==> src/rtl/npc_pkg.sv <==
// Shared types and constants for the next-PC generator.
// The pc_src_e encoding: redirect channel i is reported as SRC_REDIR0 + i.
package npc_pkg;

    typedef enum logic [7:0] {
        SRC_RESET  = 8'd0,
        SRC_SEQ    = 8'd1,
        SRC_BPU    = 8'd2,
        SRC_REDIR0 = 8'd3
    } pc_src_e;

    typedef enum logic [0:0] {
        RUN  = 1'b0,
        PEND = 1'b1
    } npc_state_e;

    localparam logic [0:0]  ST_RUN       = 1'b0;
    localparam logic [0:0]  ST_PEND      = 1'b1;
    localparam logic [31:0] NPC_RESET_PC = 32'hBFC0_0000;

    function automatic logic [7:0] src_of_redir(input logic [7:0] idx);
        return 8'(SRC_REDIR0) + idx;
    endfunction

endpackage

==> src/rtl/npc_gen_redir_arbiter.sv <==
// Combinational fixed-priority encoder over redirect channels.
// The lowest-indexed active channel wins.
module redir_arbiter #(
    parameter int NUM    = 4,
    parameter int ADDR_W = 32,
    parameter int IDX_W  = 2
) (
    input  logic [NUM-1:0]        req_i,
    input  logic [NUM*ADDR_W-1:0] tgt_i,
    output logic                  any_o,
    output logic [IDX_W-1:0]      idx_o,
    output logic [ADDR_W-1:0]     tgt_o
);

    // Scan from the lowest priority upward so the last active channel seen is the winner.
    always_comb begin
        any_o = 1'b0;
        idx_o = '0;
        tgt_o = '0;
        for (int i = NUM - 1; i >= 0; i--) begin
            any_o = any_o | req_i[i];
            idx_o = req_i[i] ? IDX_W'(i) : idx_o;
            tgt_o = req_i[i] ? tgt_i[i*ADDR_W +: ADDR_W] : tgt_o;
        end
    end

endmodule

==> src/rtl/npc_gen.sv <==
// Next-PC generator: owns the fetch PC, arbitrates redirects, predictor and
// sequential paths, and buffers a redirect while IF holds its address.
module npc_gen
    import npc_pkg::*;
#(
    parameter int                ADDR_W      = 32,
    parameter int                FETCH_BYTES = 8,
    parameter int                NUM_REDIR   = 4,
    parameter logic [ADDR_W-1:0] RESET_PC    = ADDR_W'(NPC_RESET_PC)
) (
    input  logic                            clk,
    input  logic                            resetn,
    input  logic [NUM_REDIR-1:0]            redir_valid,
    input  logic [NUM_REDIR*ADDR_W-1:0]     redir_target,
    input  logic                            bpu_valid,
    input  logic [ADDR_W-1:0]               bpu_target,
    input  logic                            if_hold,
    input  logic                            pc_ready,
    output logic                            pc_valid,
    output logic [ADDR_W-1:0]               pc,
    output logic [$clog2(NUM_REDIR)+2-1:0]  pc_src,
    output logic                            redir_pending,
    output logic                            flush_if
);

    localparam int IDX_W = (NUM_REDIR > 1) ? $clog2(NUM_REDIR) : 1;
    localparam int SRC_W = $clog2(NUM_REDIR) + 2;

    logic [ADDR_W-1:0] pc_q, pc_d;
    logic [SRC_W-1:0]  src_q, src_d;
    logic [0:0]        state_q, state_d;
    logic [ADDR_W-1:0] buf_tgt_q, buf_tgt_d;
    logic [IDX_W-1:0]  buf_idx_q, buf_idx_d;
    logic              flush_q, flush_d;
    logic              valid_q;

    logic                 live_any_s, cmp_any_s, fire_s;
    logic [IDX_W-1:0]     live_idx_s, cmp_idx_s, sel_idx_s;
    logic [ADDR_W-1:0]    live_tgt_s, cmp_tgt_s, sel_tgt_s, seq_s;
    logic [NUM_REDIR-1:0] cmp_req_s;

    redir_arbiter #(.NUM(NUM_REDIR), .ADDR_W(ADDR_W), .IDX_W(IDX_W)) u_arb_live (
        .req_i (redir_valid),
        .tgt_i (redir_target),
        .any_o (live_any_s),
        .idx_o (live_idx_s),
        .tgt_o (live_tgt_s)
    );

    // Only redirects at or above the buffered priority may replace the buffer.
    always_comb begin
        cmp_req_s = '0;
        for (int i = 0; i < NUM_REDIR; i++) begin
            cmp_req_s[i] = redir_valid[i] & (IDX_W'(i) <= buf_idx_q);
        end
    end

    redir_arbiter #(.NUM(NUM_REDIR), .ADDR_W(ADDR_W), .IDX_W(IDX_W)) u_arb_cmp (
        .req_i (cmp_req_s),
        .tgt_i (redir_target),
        .any_o (cmp_any_s),
        .idx_o (cmp_idx_s),
        .tgt_o (cmp_tgt_s)
    );

    assign fire_s    = valid_q & pc_ready;
    assign seq_s     = (pc_q & ~ADDR_W'(FETCH_BYTES - 1)) + ADDR_W'(FETCH_BYTES);
    assign sel_tgt_s = cmp_any_s ? cmp_tgt_s : buf_tgt_q;
    assign sel_idx_s = cmp_any_s ? cmp_idx_s : buf_idx_q;

    // Next-state selection for pc, source tag, FSM and redirect buffer.
    always_comb begin
        pc_d      = pc_q;
        src_d     = src_q;
        state_d   = state_q;
        buf_tgt_d = buf_tgt_q;
        buf_idx_d = buf_idx_q;
        flush_d   = 1'b0;
        case (state_q)
            ST_RUN: begin
                if (if_hold) begin
                    if (live_any_s) begin
                        buf_tgt_d = live_tgt_s;
                        buf_idx_d = live_idx_s;
                        state_d   = ST_PEND;
                    end else begin
                        state_d   = ST_RUN;
                    end
                end else if (live_any_s) begin
                    pc_d    = live_tgt_s;
                    src_d   = SRC_W'(src_of_redir(8'(live_idx_s)));
                    flush_d = 1'b1;
                end else if (fire_s) begin
                    pc_d  = bpu_valid ? bpu_target : seq_s;
                    src_d = bpu_valid ? SRC_W'(SRC_BPU) : SRC_W'(SRC_SEQ);
                end else begin
                    pc_d = pc_q;
                end
            end
            ST_PEND: begin
                if (if_hold) begin
                    buf_tgt_d = sel_tgt_s;
                    buf_idx_d = sel_idx_s;
                end else begin
                    pc_d      = sel_tgt_s;
                    src_d     = SRC_W'(src_of_redir(8'(sel_idx_s)));
                    flush_d   = 1'b1;
                    state_d   = ST_RUN;
                    buf_tgt_d = '0;
                    buf_idx_d = '0;
                end
            end
            default: begin
                state_d = ST_RUN;
            end
        endcase
    end

    // State registers with synchronous active-low reset.
    always_ff @(posedge clk) begin
        if (!resetn) begin
            pc_q      <= RESET_PC;
            src_q     <= SRC_W'(SRC_RESET);
            state_q   <= ST_RUN;
            buf_tgt_q <= '0;
            buf_idx_q <= '0;
            flush_q   <= 1'b0;
            valid_q   <= 1'b1;
        end else begin
            pc_q      <= pc_d;
            src_q     <= src_d;
            state_q   <= state_d;
            buf_tgt_q <= buf_tgt_d;
            buf_idx_q <= buf_idx_d;
            flush_q   <= flush_d;
            valid_q   <= 1'b1;
        end
    end

    assign pc            = pc_q;
    assign pc_src        = src_q;
    assign pc_valid      = valid_q;
    assign flush_if      = flush_q;
    assign redir_pending = (state_q == ST_PEND);

endmodule

==> config.mk <==
export PLATFORM = sky130hd
export DESIGN_NAME = npc_gen
export DESIGN_NICKNAME = d
export VERILOG_FILES = /design/src/rtl/npc_pkg.sv /design/src/rtl/npc_gen_redir_arbiter.sv /design/src/rtl/npc_gen.sv
export SDC_FILE = /design/constraint.sdc
export NUM_CORES = 1
export LEC_CHECK = 0
export BUFFER_PORTS_ARGS = -buffer_cell sky130_fd_sc_hd__clkbuf_2
export CAP_MARGIN = 10
export CORE_MARGIN = 2
export CORE_UTILIZATION = 56
export CTS_CLUSTER_DIAMETER = 50
export DETAILED_ROUTE_END_ITERATION = 7
export PLACE_DENSITY = 0.95
export SETUP_SLACK_MARGIN = 0.1
export SYNTH_ARGS = -nofsm -noshare
export SYNTH_HDL_FRONTEND = slang
export SYNTH_HIERARCHICAL = 1
export SYNTH_SLANG_ARGS = --single-unit
==> constraint.sdc <==
create_clock -name clk -period 5 [get_ports clk]
set_input_delay 1 -clock clk [delete_from_list [all_inputs] [get_ports clk]]
set_output_delay 1 -clock clk [all_outputs]
set_load 0.05 [all_outputs]
==> run summary, run 1 <==
crit path launch = redir_valid[0]
mean routed wirelength per cell = 20.3 um
nets@finish = 1,168
# clock sinks = 71
hold buffers post-CTS = 0
antenna viol nets, final = 0
DRC = 0
IO buf count = 205
initial antenna violation count = 0
pin count of the biggest net entering global routing = 55
row cnt = 38
FF-to-FF Start = redir_pending$_SDFF_PN0_
Core Area = 10,900 um^2
Final min period = 3230 ps
CP Max Fanout = 20
Clk Latency, worst-skew pair = 380 ps
post-DR vias/cell = 7.10
syn_nets = 1,022
Netlist cell types = 71
gr ovfl total = 0
Startpoint Class = primary input
Final Hold Vio Count = 0
Power Density = 247 nW/um^2
number of synthesized register bits = 71
maximum root-to-sink buffer count = 2
Max Clock Freq = 309 MHz
Sw Pwr = 717 uW
Die X = 110 um
Sequential Power Share = 37.0%
post-CTS setup repair buffer count = 0
Slew Limit Fails = 0
final cell count without fillers = 1,141
Die Footprint = 12,100 um^2
Worst IR Drop VDD = 0.203 mV
Leakage = 3.12 nW
critical path data arrival time = 3520 ps
max-cap violations = 0
Gate power share = 36.5%
via count = 8,101
top cells by area, synth = dfxtp_1 (23%), a22oi_1 (8.6%), a21oi_1 (8.0%), mux2i_1 (7.2%), o22ai_1 (6.4%)
cell taking the most area after synthesis = dfxtp_1
CTS tree = done
dpl cells = 1,125
starting density of the core = 57.8%
final wirelength = 23,200 um
asr flop ratio synth = 0%
DP Wirelength = 16,600 um
worst min path class = reg -> reg
Worst EP required = 5280 ps
Initial DRC Count = 1,446
sequential area share after synthesis = 22.6%
Post-Syn Instances = 850
Syn Area/Cell = 7.40 um^2
drt pass-1 iters = 6
total number of yosys warnings = 6
CP Capture Type = register
post-cts gate resize count = 0
layout cells sized above 1 = 27.5%
setup TNS = 0 ps
global-route wire length before repair = 35,200 um
Post-synth EDFFs = 0
# H-tree levels = 3
GRT Overall Usage = 37.1%
number of CTS-inserted buffers = 9
Ant. Diodes = 0
Slowest-stage cell, CP = or2_1
Critical Path Max Stage Delay = 630 ps
Primary FF master, synth = dfxtp_1
final period utilization = 64.7%
sw frac = 39.6%
crit path cell chain = clkbuf_2, nor2_2, nand2_1, nor3_1, or2_1, nor2_1, and4_1, o41ai_1
min-delay src = buf_tgt_q[1]$_SDFFE_PN0P_
Root Driver = clkbuf_8
Worst Max-Slew Pin Slew = 1020 ps
RSZ-0062 raised after global routing = no
die height = 110 um
Yosys top cell area share = 22.6%
P_int = 1.10 mW
outcome = complete, no violations
Layout area overhead = 16.5%
number of global-route vias before repair = 7,245
Clock Power Share = 26.5%
Worst slew margin = 31.6%
synthesized cell area = 6290 um^2
critical path class = in -> reg
Final Setup Violations = 0
Final Skew = 11.8 ps
GPL Wtd Cong = 0.962
I/O Pins = 208
clk slew on worst S/H paths = 80 ps
==> flip-flops by register name (all words and copies together) (netlist names) <==
signal         cells
redir_pending      1
flush_if           1
pc                32
pc_src             3
buf_tgt_q         32
buf_idx_q          2
==> worst max-delay path: cells and delay by family <==
kind | cells | cell delay (ps)
AND/OR/NAND/NOR | 6 | 1970
buffers and inverters | 1 | 210
AO/OA/AOI/OAI | 1 | 330
==> cells in the mapped netlist (all sizes together) (17+ instances only) <==
library cell  number
mux2i             45
buf               58
a221oi            18
clkbuf            30
o21ai             22
a211oi            20
a22oi             72
inv               20
nand2             59
nand3             17
o22ai             64
nor2              88
a21oi            110
dfxtp             71
==> cell usage in the layout (no fill, tap or decap), types with 3 or more instances in the layout <==
master    instances
a211oi_1         20
a21o_1            3
a21oi_1         100
a21oi_2          10
a221o_1           9
a221oi_1         16
a22o_1            3
a22oi_1          72
a31oi_1           8
a32o_1            3
and2_1            4
and3_1            5
and4_1            4
buf_4            18
clkbuf_2        205
clkbuf_8         10
clkinv_2          3
dfxtp_1          70
ha_1              3
inv_1            18
mux2_2            3
mux2i_1          45
nand2_1          58
nand3_1          17
nand4_1          10
nor2_1           86
nor2b_2           3
nor3_1           16
nor3b_1           4
nor4_1            4
o211ai_1          9
o21ai_0          21
o221ai_1          5
o22a_1           10
o22ai_1          64
o31ai_1           5
or2_1             3
xnor2_1           5
==> cells by family after synthesis <==
group	synth area share (%)
buffers and inverters	9.13
DFF	22.6
xor gates and xnor gates	0.696
AOI/OAI and AO/OA	41.1
adders and majority gates	0.597
other	0.119
and+or+nand+nor	18.1
muxes	7.70
==> layout make-up <==
cell class / instances / area [um^2]
Multi-Input combinational cell: 671 / 4300
Fill cell: 929 / 3560
Sequential cell: 71 / 1420
Timing Repair Buffer: 223 / 1160
Tap cell: 140 / 175
Clock buffer: 10 / 138
Inverter: 20 / 75.1
Clock inverter: 6 / 60.1
==> worst paths after layout <==
kind | slack (ps) | endpoint | depth (start not counted)
max | 1770 | pc[23]$_SDFFE_PN1P_ | 8
min | 510 | buf_tgt_q[1]$_SDFFE_PN0P_ | 2
max reg2reg | 2170 | buf_tgt_q[6]$_SDFFE_PN0P_ | 5
min reg2reg | 510 | buf_tgt_q[1]$_SDFFE_PN0P_ | 2
==> power groups by stage <==
| stage | clock [mW] | combinational (mW) | sequential (mW) |
|---|---|---|---|
| floorplan | 0 | 0.366 | 0.752 |
| global placement | 0 | 0.628 | 0.679 |
| detailed placement | 0 | 0.640 | 0.681 |
| CTS | 0.478 | 0.644 | 0.668 |
| global route | 0.499 | 0.702 | 0.677 |
| finish | 0.480 | 0.661 | 0.671 |
==> routing by layer <==
layer / GRT usage, % / vias up / share of wire [%]
met5: 0 / - / 0
met4: 23.7 / 0 / 6.3
met3: 6.88 / 150 / 12
met2: 60.8 / 660 / 47
met1: 44.4 / 3702 / 35
li1: - / 3589 / -
==> stage by stage <==
step                      power (mW)  utilization, %  instance area, um^2  hold WS [ps]  setup WS [ps]
final                           1.81            67.3                 7330           506           1770
after global routing            1.88            67.3                 7330           520           1600
after CTS                       1.79            67.3                 7330           505           1870
after detailed placement        1.32            65.5                 7130           485           1510
after global placement          1.31            65.5                 7130           468           1580
after floorplan                 1.12               -                 6290           453           1860
No activity file was read; power rests on OpenSTA's default activity.
==> inputs of run 2 (changes only) <==
- CORE_UTILIZATION: 56 -> 47
- PLACE_DENSITY: 0.95 -> 0.88
- clock period: 5 -> 2.9 ns (I/O delays scaled with it)
==> run 2 against run 1 <==
Compared with the run above: combinational power grew 77%; sequential share of layout area fell by 0.79 points; sequential cell count stayed put; worst setup slack worse by 1200 ps; critical path depth up 2; die area is 18% higher; critical endpoint is now pc[29]$_SDFFE_PN1P_.
==> run summary, run 2 (synthesis results as in run 1) <==
outcome = complete, no violations (unchanged)
dpl cells = 1,178 (was 1,125)
post-route cell area = 7640 um^2 (was 7330 um^2)
Critical Path Max Stage Delay = 390 ps (was 630 ps)
post-cts gate resize count = 0 (unchanged)
busiest grt layer = met2 (unchanged)
critical path data arrival time = 2560 ps (was 3520 ps)
placement-stage cell area = 7320 um^2 (was 7130 um^2)
Final Setup Violations = 0 (unchanged)
row cnt = 42 (was 38)
drt pass-1 iters = 6 (unchanged)
reg2reg path depth = 10 (was 5)
initial antenna violation count = 0 (unchanged)
final period utilization = 80.9%
IO buf count = 205 (unchanged)
max-cap violations = 0 (unchanged)
hold buffers post-CTS = 0 (unchanged)
WHS Path Cells = 2 (unchanged)
Worst slew margin = 48.8% (was 31.6%)
CTS tree = done (unchanged)
RSZ-0062 raised after global routing = no (unchanged)
pin count of the biggest net entering global routing = 55 (unchanged)
Ant. Diodes = 0 (unchanged)
min-delay src = buf_tgt_q[22]$_SDFFE_PN0P_ (was buf_tgt_q[1]$_SDFFE_PN0P_)
Root Driver = clkbuf_16 (was clkbuf_8)
die height = 120 um (was 110 um)
worst min path class = reg -> reg (unchanged)
Final Skew = 6.63 ps (was 11.8 ps)
Die X = 120 um (was 110 um)
critical path's top delay family = compound AO/OA/AOI/OAI gates (was simple AND/OR/NAND/NOR gates)
I/O Pins = 208 (unchanged)
GRT Overall Usage = 32.8% (was 37.1%)
commonest non-fill, non-tap cell in the layout = clkbuf_2 (unchanged)
Reg-to-Reg End = pc[29]$_SDFFE_PN1P_ (was buf_tgt_q[6]$_SDFFE_PN0P_)
Startpoint Class = register (was primary input)
R2R setup slack = 550 ps (was 2170 ps)
# clock sinks = 71 (unchanged)
Final WS setup = 554 ps (was 1770 ps)
most frequent CP cell = buf_4
Clk Latency, worst-skew pair = 350 ps (was 380 ps)
CP Max Fanout = 14 (was 20)
final wirelength = 24,400 um (was 23,200 um)
setup TNS = 0 ps (unchanged)
critical path class = reg -> reg (was in -> reg)
global-route wire length before repair = 37,700 um (was 35,200 um)
Placement Setup Slack = 312 ps (was 1510 ps)
layout cells sized above 1 = 28.7% (was 27.5%)
number of CTS-inserted buffers = 9 (unchanged)
starting density of the core = 47.9% (was 57.8%)
clk slew on worst S/H paths = 60 ps (was 80 ps)
Core Area = 13,100 um^2 (was 10,900 um^2)
met3 Use GR = 6.04% (was 6.88%)
Slowest-stage cell, CP = dfxtp_1 (was or2_1)
Worst IR Drop VDD = 0.282 mV (was 0.203 mV)
routing usage on met2 = 54.7% (was 60.8%)
# H-tree levels = 3 (unchanged)
grt met1 use = 40.4% (was 44.4%)
Final min period = 2350 ps
Worst EP required = 3110 ps (was 5280 ps)
most frequent cells in the layout = clkbuf_2 (205), a21oi_1 (100), nor2_1 (86), a22oi_1 (72), dfxtp_1 (70) (unchanged)
gr ovfl total = 0 (unchanged)
number of global-route vias before repair = 7,385 (was 7,245)
mean routed wirelength per cell = 20.4 um (was 20.3 um)
Power Density = 464 nW/um^2 (was 247 nW/um^2)
post-DR vias/cell = 6.73 (was 7.10)
Worst Max-Slew Pin Slew = 768 ps (was 1020 ps)
maximum root-to-sink buffer count = 2 (unchanged)
via count = 8,038 (was 8,101)
CP Capture Type = register (unchanged)
Leakage = 3.26 nW (was 3.12 nW)
WHS Endpoint = buf_tgt_q[22]$_SDFFE_PN0P_ (was buf_tgt_q[1]$_SDFFE_PN0P_)
antenna viol nets, final = 0 (unchanged)
Die Footprint = 14,300 um^2 (was 12,100 um^2)
final cell count without fillers = 1,194 (was 1,141)
Slew Limit Fails = 0 (unchanged)
DRC = 0 (unchanged)
Max Clock Freq = 426 MHz
Layout area overhead = 21.5% (was 16.5%)
Buffers & Inverters on Critical Path = 2 (was 1)
GPL Wtd Cong = 0.936 (was 0.962)
post-CTS setup repair buffer count = 0 (unchanged)
DP Wirelength = 17,800 um (was 16,600 um)
Initial DRC Count = 1,072 (was 1,446)
Final Hold Vio Count = 0 (unchanged)
crit path cell chain = and2_1, buf_4, nor2_1, nand2_2, buf_4, mux2i_1, a21oi_1, o311a_2, a31oi_1, o2111ai_1 (was clkbuf_2, nor2_2, nand2_1, nor3_1, or2_1, nor2_1, and4_1, o41ai_1)
FF-to-FF Start = buf_idx_q[1]$_SDFFE_PN0P_ (was redir_pending$_SDFF_PN0_)
nets@finish = 1,185 (was 1,168)
==> run 2: changes by cell type in the layout (fill, tap and decap cells not counted), sizes merged <==
| cell | previous run | this run |
|---|---|---|
| buf | 18 | 35 |
| bufinv | 1 | 2 |
| clkbuf | 215 | 214 |
==> run 2: worst register-to-register path, delay by kind of cell, from the launching register on <==
family          cells  cell delay, ps
compound gates      4             610
buf+inv             2             460
flops               1             390
mux                 1             340
simple gates        3             420
==> run 2: how the worst max path moves through the flow <==
stage | depth (start not counted) | start | end | slack, ps
2_1_floorplan | 11 | redir_valid[1] | pc_src[1]$_SDFFE_PN0P_ | 180
3_3_place_gp | 8 | redir_valid[0] | pc[6]$_SDFFE_PN0P_ | 330
3_5_place_dp | 10 | redir_valid[1] | pc[29]$_SDFFE_PN1P_ | 310
4_1_cts | 10 | buf_idx_q[1]$_SDFFE_PN0P_ | pc[29]$_SDFFE_PN1P_ | 600
5_1_grt | 10 | buf_idx_q[1]$_SDFFE_PN0P_ | pc[5]$_SDFFE_PN0P_ | 400
6_report | 10 | buf_idx_q[1]$_SDFFE_PN0P_ | pc[29]$_SDFFE_PN1P_ | 550
==> run 2: cell type report <==
type / instances / area, um^2
fill: 1238 / 5500
multi-input combinational: 671 / 4300
sequential: 71 / 1420
timing repair buffer: 240 / 1300
clock buffer: 9 / 225
tap: 176 / 220
clock inverter: 7 / 97.6
inverter: 20 / 75.1
==> run 2: routing by layer <==
metal  share of wire (%)  routed length, um  vias to the layer above
met5                   0                  0                        -
met4                 5.0               1220                        0
met3                  11               2660                      116
met2                  47              11500                      640
met1                  37               9070                     3656
li1                    -                  -                     3626
==> run 2: metrics by stage <==
step	total power, mW	hold WS, ps	util, %
6_report	3.55	495	58.2
3_3_place_gp	2.29	468	55.7
4_1_cts	3.52	494	58.2
5_1_grt	3.67	511	58.2
3_5_place_dp	2.31	481	55.7
2_1_floorplan	1.93	453	-
==> run 2: power by group <==
part	internal, mW	total, mW	switching [mW]
clock network	0.754	1.22	0.471
logic	0.426	1.17	0.741
registers	1.06	1.15	0.0915
total	2.24	3.55	1.30
